<file path="src/rtl/adder_pkg.sv">
// Shared defaults and the chunk-width helper for the pipelined adder.
package adder_pkg;

    localparam int N_DEF      = 32;
    localparam int STAGES_DEF = 4;

    function automatic int chunk_w(input int n, input int stages);
        return n / stages;
    endfunction

endpackage

</file>
<file path="src/rtl/adder_n.sv">
// Combinational W-bit adder with carry in/out; used as the per-stage chunk adder.
module adder_n #(
    parameter int W = 8
) (
    input  logic [W-1:0] a,
    input  logic [W-1:0] b,
    input  logic         c_in,
    output logic [W-1:0] sum,
    output logic         c_out
);

    assign {c_out, sum} = (W+1)'(a) + (W+1)'(b) + (W+1)'(c_in);

endmodule

</file>
<file path="src/rtl/adder_pipelined.sv">
// N-bit adder split into STAGES chunk stages with a valid/ready handshake.
// Optional signed overflow output: define ADDER_PIPELINED_OVERFLOW_EN.
module adder_pipelined
    import adder_pkg::*;
#(
    parameter int N      = N_DEF,
    parameter int STAGES = STAGES_DEF
) (
    input  logic         clk,
    input  logic         rst,
    input  logic         in_valid,
    output logic         in_ready,
    input  logic [N-1:0] a,
    input  logic [N-1:0] b,
    input  logic         c_in,
    output logic         out_valid,
    input  logic         out_ready,
    output logic [N-1:0] sum,
    output logic         c_out
`ifdef ADDER_PIPELINED_OVERFLOW_EN
    ,
    output logic         overflow
`endif
);

    localparam int W = chunk_w(N, STAGES);

    if (STAGES < 1 || STAGES > N || (N % STAGES) != 0) begin : g_bad_cfg
        $error("adder_pipelined: illegal N=%0d STAGES=%0d", N, STAGES);
    end

    // Index k is the input side of stage k; index STAGES is the output rank.
    logic              adv;
    logic [STAGES:0]   vld_pipe;
    logic [STAGES:0]   cy_pipe;
    logic [N-1:0]      s_pipe [STAGES+1];
    logic [N-1:0]      a_pipe [STAGES];
    logic [N-1:0]      b_pipe [STAGES];

    // Whole pipeline moves or holds as one; bubbles simply ride along.
    assign in_ready    = !out_valid || out_ready;
    assign adv         = in_ready;

    assign vld_pipe[0] = in_valid;
    assign cy_pipe[0]  = c_in;
    assign s_pipe[0]   = '0;
    assign a_pipe[0]   = a;
    assign b_pipe[0]   = b;

    for (genvar k = 0; k < STAGES; k++) begin : g_stg
        logic [W-1:0] part_sum;
        logic         part_co;
        logic         v_r;
        logic         c_r;
        logic [N-1:0] s_r;

        // Operands are kept pre-shifted so the next chunk always sits in the low W bits.
        adder_n #(.W(W)) u_add (
            .a     (a_pipe[k][W-1:0]),
            .b     (b_pipe[k][W-1:0]),
            .c_in  (cy_pipe[k]),
            .sum   (part_sum),
            .c_out (part_co)
        );

        // Finished chunks enter at the top and walk down to their final place.
        always_ff @(posedge clk) begin
            if (rst) begin
                v_r <= 1'b0;
                c_r <= 1'b0;
                s_r <= '0;
            end else if (adv) begin
                v_r <= vld_pipe[k];
                c_r <= part_co;
                s_r <= (s_pipe[k] >> W) | (N'(part_sum) << (N - W));
            end
        end

        assign vld_pipe[k+1] = v_r;
        assign cy_pipe[k+1]  = c_r;
        assign s_pipe[k+1]   = s_r;

        if (k < STAGES-1) begin : g_fwd
            logic [N-1:0] a_r;
            logic [N-1:0] b_r;

            always_ff @(posedge clk) begin
                if (rst) begin
                    a_r <= '0;
                    b_r <= '0;
                end else if (adv) begin
                    a_r <= a_pipe[k] >> W;
                    b_r <= b_pipe[k] >> W;
                end
            end

            assign a_pipe[k+1] = a_r;
            assign b_pipe[k+1] = b_r;
        end

`ifdef ADDER_PIPELINED_OVERFLOW_EN
        // Carry into the MSB is recovered from the MSB sum bit and its operands.
        if (k == STAGES-1) begin : g_ovf
            logic ov_r;

            always_ff @(posedge clk) begin
                if (rst)
                    ov_r <= 1'b0;
                else if (adv)
                    ov_r <= a_pipe[k][W-1] ^ b_pipe[k][W-1] ^ part_sum[W-1] ^ part_co;
            end

            assign overflow = ov_r;
        end
`endif
    end

    assign out_valid = vld_pipe[STAGES];
    assign sum       = s_pipe[STAGES];
    assign c_out     = cy_pipe[STAGES];

endmodule

</file>
<file path="config.mk">
export PLATFORM = sky130hd
export DESIGN_NAME = adder_pipelined
export DESIGN_NICKNAME = d
export VERILOG_FILES = /design/src/rtl/adder_pkg.sv /design/src/rtl/adder_n.sv /design/src/rtl/adder_pipelined.sv
export SDC_FILE = /design/constraint.sdc
export NUM_CORES = 1
export LEC_CHECK = 0
export BUFFER_PORTS_ARGS = -buffer_cell sky130_fd_sc_hd__buf_2
export CORE_UTILIZATION = 57
export DETAILED_ROUTE_END_ITERATION = 7
export PLACE_DENSITY = 0.81
export SETUP_SLACK_MARGIN = 0.3
export SYNTH_ARGS = -nofsm -noshare
export SYNTH_HDL_FRONTEND = slang
export SYNTH_SLANG_ARGS = --single-unit
</file>
<file path="constraint.sdc">
create_clock -name clk -period 2.3 [get_ports clk]
set_input_delay 0.23 -clock clk [delete_from_list [all_inputs] [get_ports clk]]
set_output_delay 0.23 -clock clk [all_outputs]
set_load 0.1 [all_outputs]
</file>
==> flow_metrics.env <==
export IMPL_fin_area_um2=8840
export IMPL_timing_setup_critical_path_class="flop to flop"
export IMPL_std_cell_rows=41
export IMPL_crit_top_cell="sky130_fd_sc_hd__fa_2"
export IMPL_outcome="complete, no violations"
export IMPL_transition_time_of_the_tightest_slew_check_pin_ns=0.535
export IMPL_sequential_cell_area_fraction_in_the_yosys_report_pct=48.3
export IMPL_synth_simple_area_share_pct=19.4
export IMPL_combinational_family_with_the_most_area_after_synthesis="simple AND/OR/NAND/NOR gates"
export IMPL_core_area_um2=12800
export IMPL_ys_warn_count=0
export IMPL_synth_area_mux_share_pct=1.18
export IMPL_power_frac_seq_pct=47.4
export IMPL_cts_hold_fix_buffers=0
export IMPL_power_total_mw=7.33
export IMPL_global_route_usage_total_pct=23.5
export IMPL_critical_path_startpoint_type="flop"
export IMPL_grt_setup_unrepaired="true"
export IMPL_clk_pin_slew_worst_paths_ns=0.06
export IMPL_io_buffers=103
export IMPL_maxUsedRoutingLayer="met4"
export IMPL_netSwitchingPower_mw=1.78
export IMPL_grt_remaining_overflow=0
export IMPL_route_vias_total=6287
export IMPL_start_util_pct=59.4
export IMPL_wl_met3_um=756
export IMPL_crit_path_cell_trace="fa_2 > fa_2 > a21o_1 > a21oi_1 > nor4_1 > a211o_1"
export IMPL_combinationalPowerShare_pct=10.2
export IMPL_layout_commonest_cell="sky130_fd_sc_hd__nand2_1"
export IMPL_vdd_ir_drop_worst_v=0.000492
export IMPL_post_synth_inst_count=920
export IMPL_worst_path_buffer_plus_inverter_count=0
export IMPL_drc=0
export IMPL_dieArea_um2=13800
export IMPL_design_portCount=104
export IMPL_power_switching_share_pct=24.4
export IMPL_preCtsSetupSlack_ns=0.183
export IMPL_timing_hold_worst_class="primary input to flop"
export IMPL_number_of_nets_in_the_synthesized_netlist=1025
export IMPL_grt_pass1_vias=5528
export IMPL_tritoncts="built"
export IMPL_static_leakage_power_nw=3.79
export IMPL_fmax_ghz=0.500
export IMPL_cp_num_cells=6
export IMPL_synthToLayoutAreaGrowth_pct=16.0
export IMPL_clock_insertion_delay_at_the_later_pin_of_the_skew_report_ns=0.43
export IMPL_period_needed_ns=2.00
export IMPL_mappedNetlistArea_um2=7620
export IMPL_finalCritPeriodShare_pct=87.0
export IMPL_timing_hold_worst_path_depth=3
export IMPL_cts_h_tree_depth=4
export IMPL_clock_sink_count=184
export IMPL_wl_per_cell_um=13.5
export IMPL_wire_length_reported_by_the_detailed_router_um=15900
export IMPL_initial_antenna_violation_count=0
export IMPL_vias_per_cell=5.32
export IMPL_count_of_flip_flops_with_a_built_in_enable_after_synthesis=0
export IMPL_worst_endpoint_required_ns=2.61
export IMPL_timing_max_slew_rel_slack_pct=64.3
export IMPL_p_int_mw=5.54
export IMPL_place_congestion=0.880
export IMPL_timing_final_ws_setup_ns=0.300
export IMPL_floorplan_die_height_um=118
export IMPL_placed_cell_area_um2=8180
export IMPL_final_cell_mix="sky130_fd_sc_hd__nand2_1, sky130_fd_sc_hd__a21oi_1, sky130_fd_sc_hd__dfxtp_1"
export IMPL_path_delay_family="adder cells"
export IMPL_die_width_um=118
export IMPL_critical_path_max_stage_delay_ns=0.40
export IMPL_powerDensity_nw_per_um2=829
export IMPL_clockPowerShare_pct=42.4
export IMPL_ys_dominant_reg_cell="sky130_fd_sc_hd__dfxtp_1"
export IMPL_max_cap_violations=0
export IMPL_drive_gt1_share_pct=17.5
export IMPL_met2RoutedLength_um=6940
export IMPL_drt_first_pass_iters=5
export IMPL_setup_violations_final=0
export IMPL_timing_critical_path_to_type="flop"
export IMPL_cts_buffers=17
export IMPL_wl_met1_um=8030
export IMPL_average_instance_area_after_synthesis_um2=8.28
export IMPL_flip_flop_and_latch_count_after_synthesis=184
export IMPL_synthAdderAreaFrac_pct=6.70
export IMPL_detailedRoute_firstIterationViolations=417
export IMPL_biggest_area_contributors_in_the_synthesized_netlist="sky130_fd_sc_hd__dfxtp_1, sky130_fd_sc_hd__nand2_1, sky130_fd_sc_hd__a21oi_1"
export IMPL_grt_pass1_wl_um=26500
export IMPL_remaining_number_of_nets_flagged_by_the_antenna_check_after_routing=0
export IMPL_compound_gate_fraction_of_synth_area_pct=17.8
export IMPL_finalNetCount=1101
export IMPL_antennaDiodeCount=0
export IMPL_synth_async_sr_flop_share_pct=0
export IMPL_synthDominantCellAreaShare_pct=48.3
export IMPL_crit_path_top_delay_cell="sky130_fd_sc_hd__fa_2"
export IMPL_largest_net_degree_at_the_start_of_global_routing=95
export IMPL_timing_reg2reg_worst_path_depth=6
export IMPL_synth_cell_type_count=34
export IMPL_cp_arrival_ns=2.31
export IMPL_cts_root_buf="sky130_fd_sc_hd__clkbuf_16"
export IMPL_xor_xnor_share_of_the_synthesized_area_pct=1.84
export IMPL_detailed_placer_s_ending_hpwl_um=10600
export IMPL_synth_top_cell_by_area="sky130_fd_sc_hd__dfxtp_1"
export IMPL_skew_ns=0.00568
export IMPL_cp_max_fo=2
export IMPL_setup_tns_ns=0
export IMPL_slew_viol_final=0
export IMPL_timing_final_hold_violations=0
export IMPL_maximum_buffer_depth_of_the_clock_tree=2
==> cell usage after synthesis (5+ instances only) <==
library cell / instances
sky130_fd_sc_hd__a211oi_1: 12
sky130_fd_sc_hd__a21o_1: 12
sky130_fd_sc_hd__a21oi_1: 183
sky130_fd_sc_hd__and3_1: 7
sky130_fd_sc_hd__buf_2: 42
sky130_fd_sc_hd__buf_4: 9
sky130_fd_sc_hd__clkbuf_1: 9
sky130_fd_sc_hd__dfxtp_1: 184
sky130_fd_sc_hd__fa_1: 8
sky130_fd_sc_hd__ha_1: 28
sky130_fd_sc_hd__inv_1: 8
sky130_fd_sc_hd__mux2_2: 8
sky130_fd_sc_hd__nand2_1: 322
sky130_fd_sc_hd__nand2b_1: 5
sky130_fd_sc_hd__nor2_1: 10
sky130_fd_sc_hd__nor3b_1: 8
sky130_fd_sc_hd__o21ai_1: 6
sky130_fd_sc_hd__o22ai_1: 8
sky130_fd_sc_hd__xnor2_1: 12
==> flip-flops by register name, indices dropped and copies added, names as in the netlist <==
register,cells
c_out,1
g_stg.c_r,3
g_stg.g_fwd.a_r,48
g_stg.g_fwd.b_r,48
g_stg.s_r,48
g_stg.v_r,3
out_valid,1
sum,32
==> logic make-up (layout without fill, tap and decap cells) <==
group / count (synthesis) / in the layout
AND/OR/NAND/NOR: 367 / 367
adder cells (fa/ha/maj): 36 / 36
flip-flops: 184 / 184
XOR/XNOR: 16 / 16
buffers and inverters: 70 / 159
multiplexers: 8 / 8
AO/OA/AOI/OAI: 239 / 239
==> final timing paths <==
kind,end,slack [ns],from
max reg2reg,g_stg[1].s_r[28]$_SDFFE_PP0P_,0.30,g_stg[0].g_fwd.b_r[0]$_SDFFE_PP0P_
min reg2reg,sum[6]$_SDFFE_PP0P_,0.45,sum[6]$_SDFFE_PP0P_
min,g_stg[0].g_fwd.a_r[1]$_SDFFE_PP0P_,0.04,a[9]
max,g_stg[1].s_r[28]$_SDFFE_PP0P_,0.30,g_stg[0].g_fwd.b_r[0]$_SDFFE_PP0P_
==> worst min-delay path, stage by stage <==
cell and delay, ns:
sky130_fd_sc_hd__buf_2 0.09, sky130_fd_sc_hd__nand2_1 0.05, sky130_fd_sc_hd__a21oi_1 0.05
==> timing repair <==
item,CTS,global route
pin swaps,5,8
setup buffers,0,1
gates resized for setup,7,3
setup endpoints to repair,10,6
==> per-stage QoR <==
stage	cells	hold slack [ns]	util [%]
floorplan	920	0.370	-
global placement	1148	0.436	63.7
detailed placement	1148	0.441	63.7
CTS	1180	0.0308	68.9
global route	1181	0.0374	69.0
finish	1181	0.0381	69.0
==> cell type report <==
cell class	count	area (um^2)
clock buffers	21	470
clock inverters	11	169
fillers	1043	3980
inverters	9	38.8
multi-input cells	666	3600
flip-flops and latches	184	3690
well taps	172	215
repair buffers	118	662
==> routing by layer <==
metal  track usage [%]  up-vias
met3              4.84       20
met1              34.5     2890
li1                  -     3228
met2              34.3      149
met4              7.37        0
met5                 0        -
==> power by group through the flow <==
stage | registers, mW | logic [mW] | clock network (mW)
3_3_place_gp | 3.53 | 0.725 | 0
5_1_grt | 3.49 | 0.825 | 3.28
4_1_cts | 3.47 | 0.745 | 3.14
6_report | 3.47 | 0.750 | 3.11
3_5_place_dp | 3.54 | 0.736 | 0
2_1_floorplan | 3.66 | 0.412 | 0
Power figures use the tool's default switching activity.
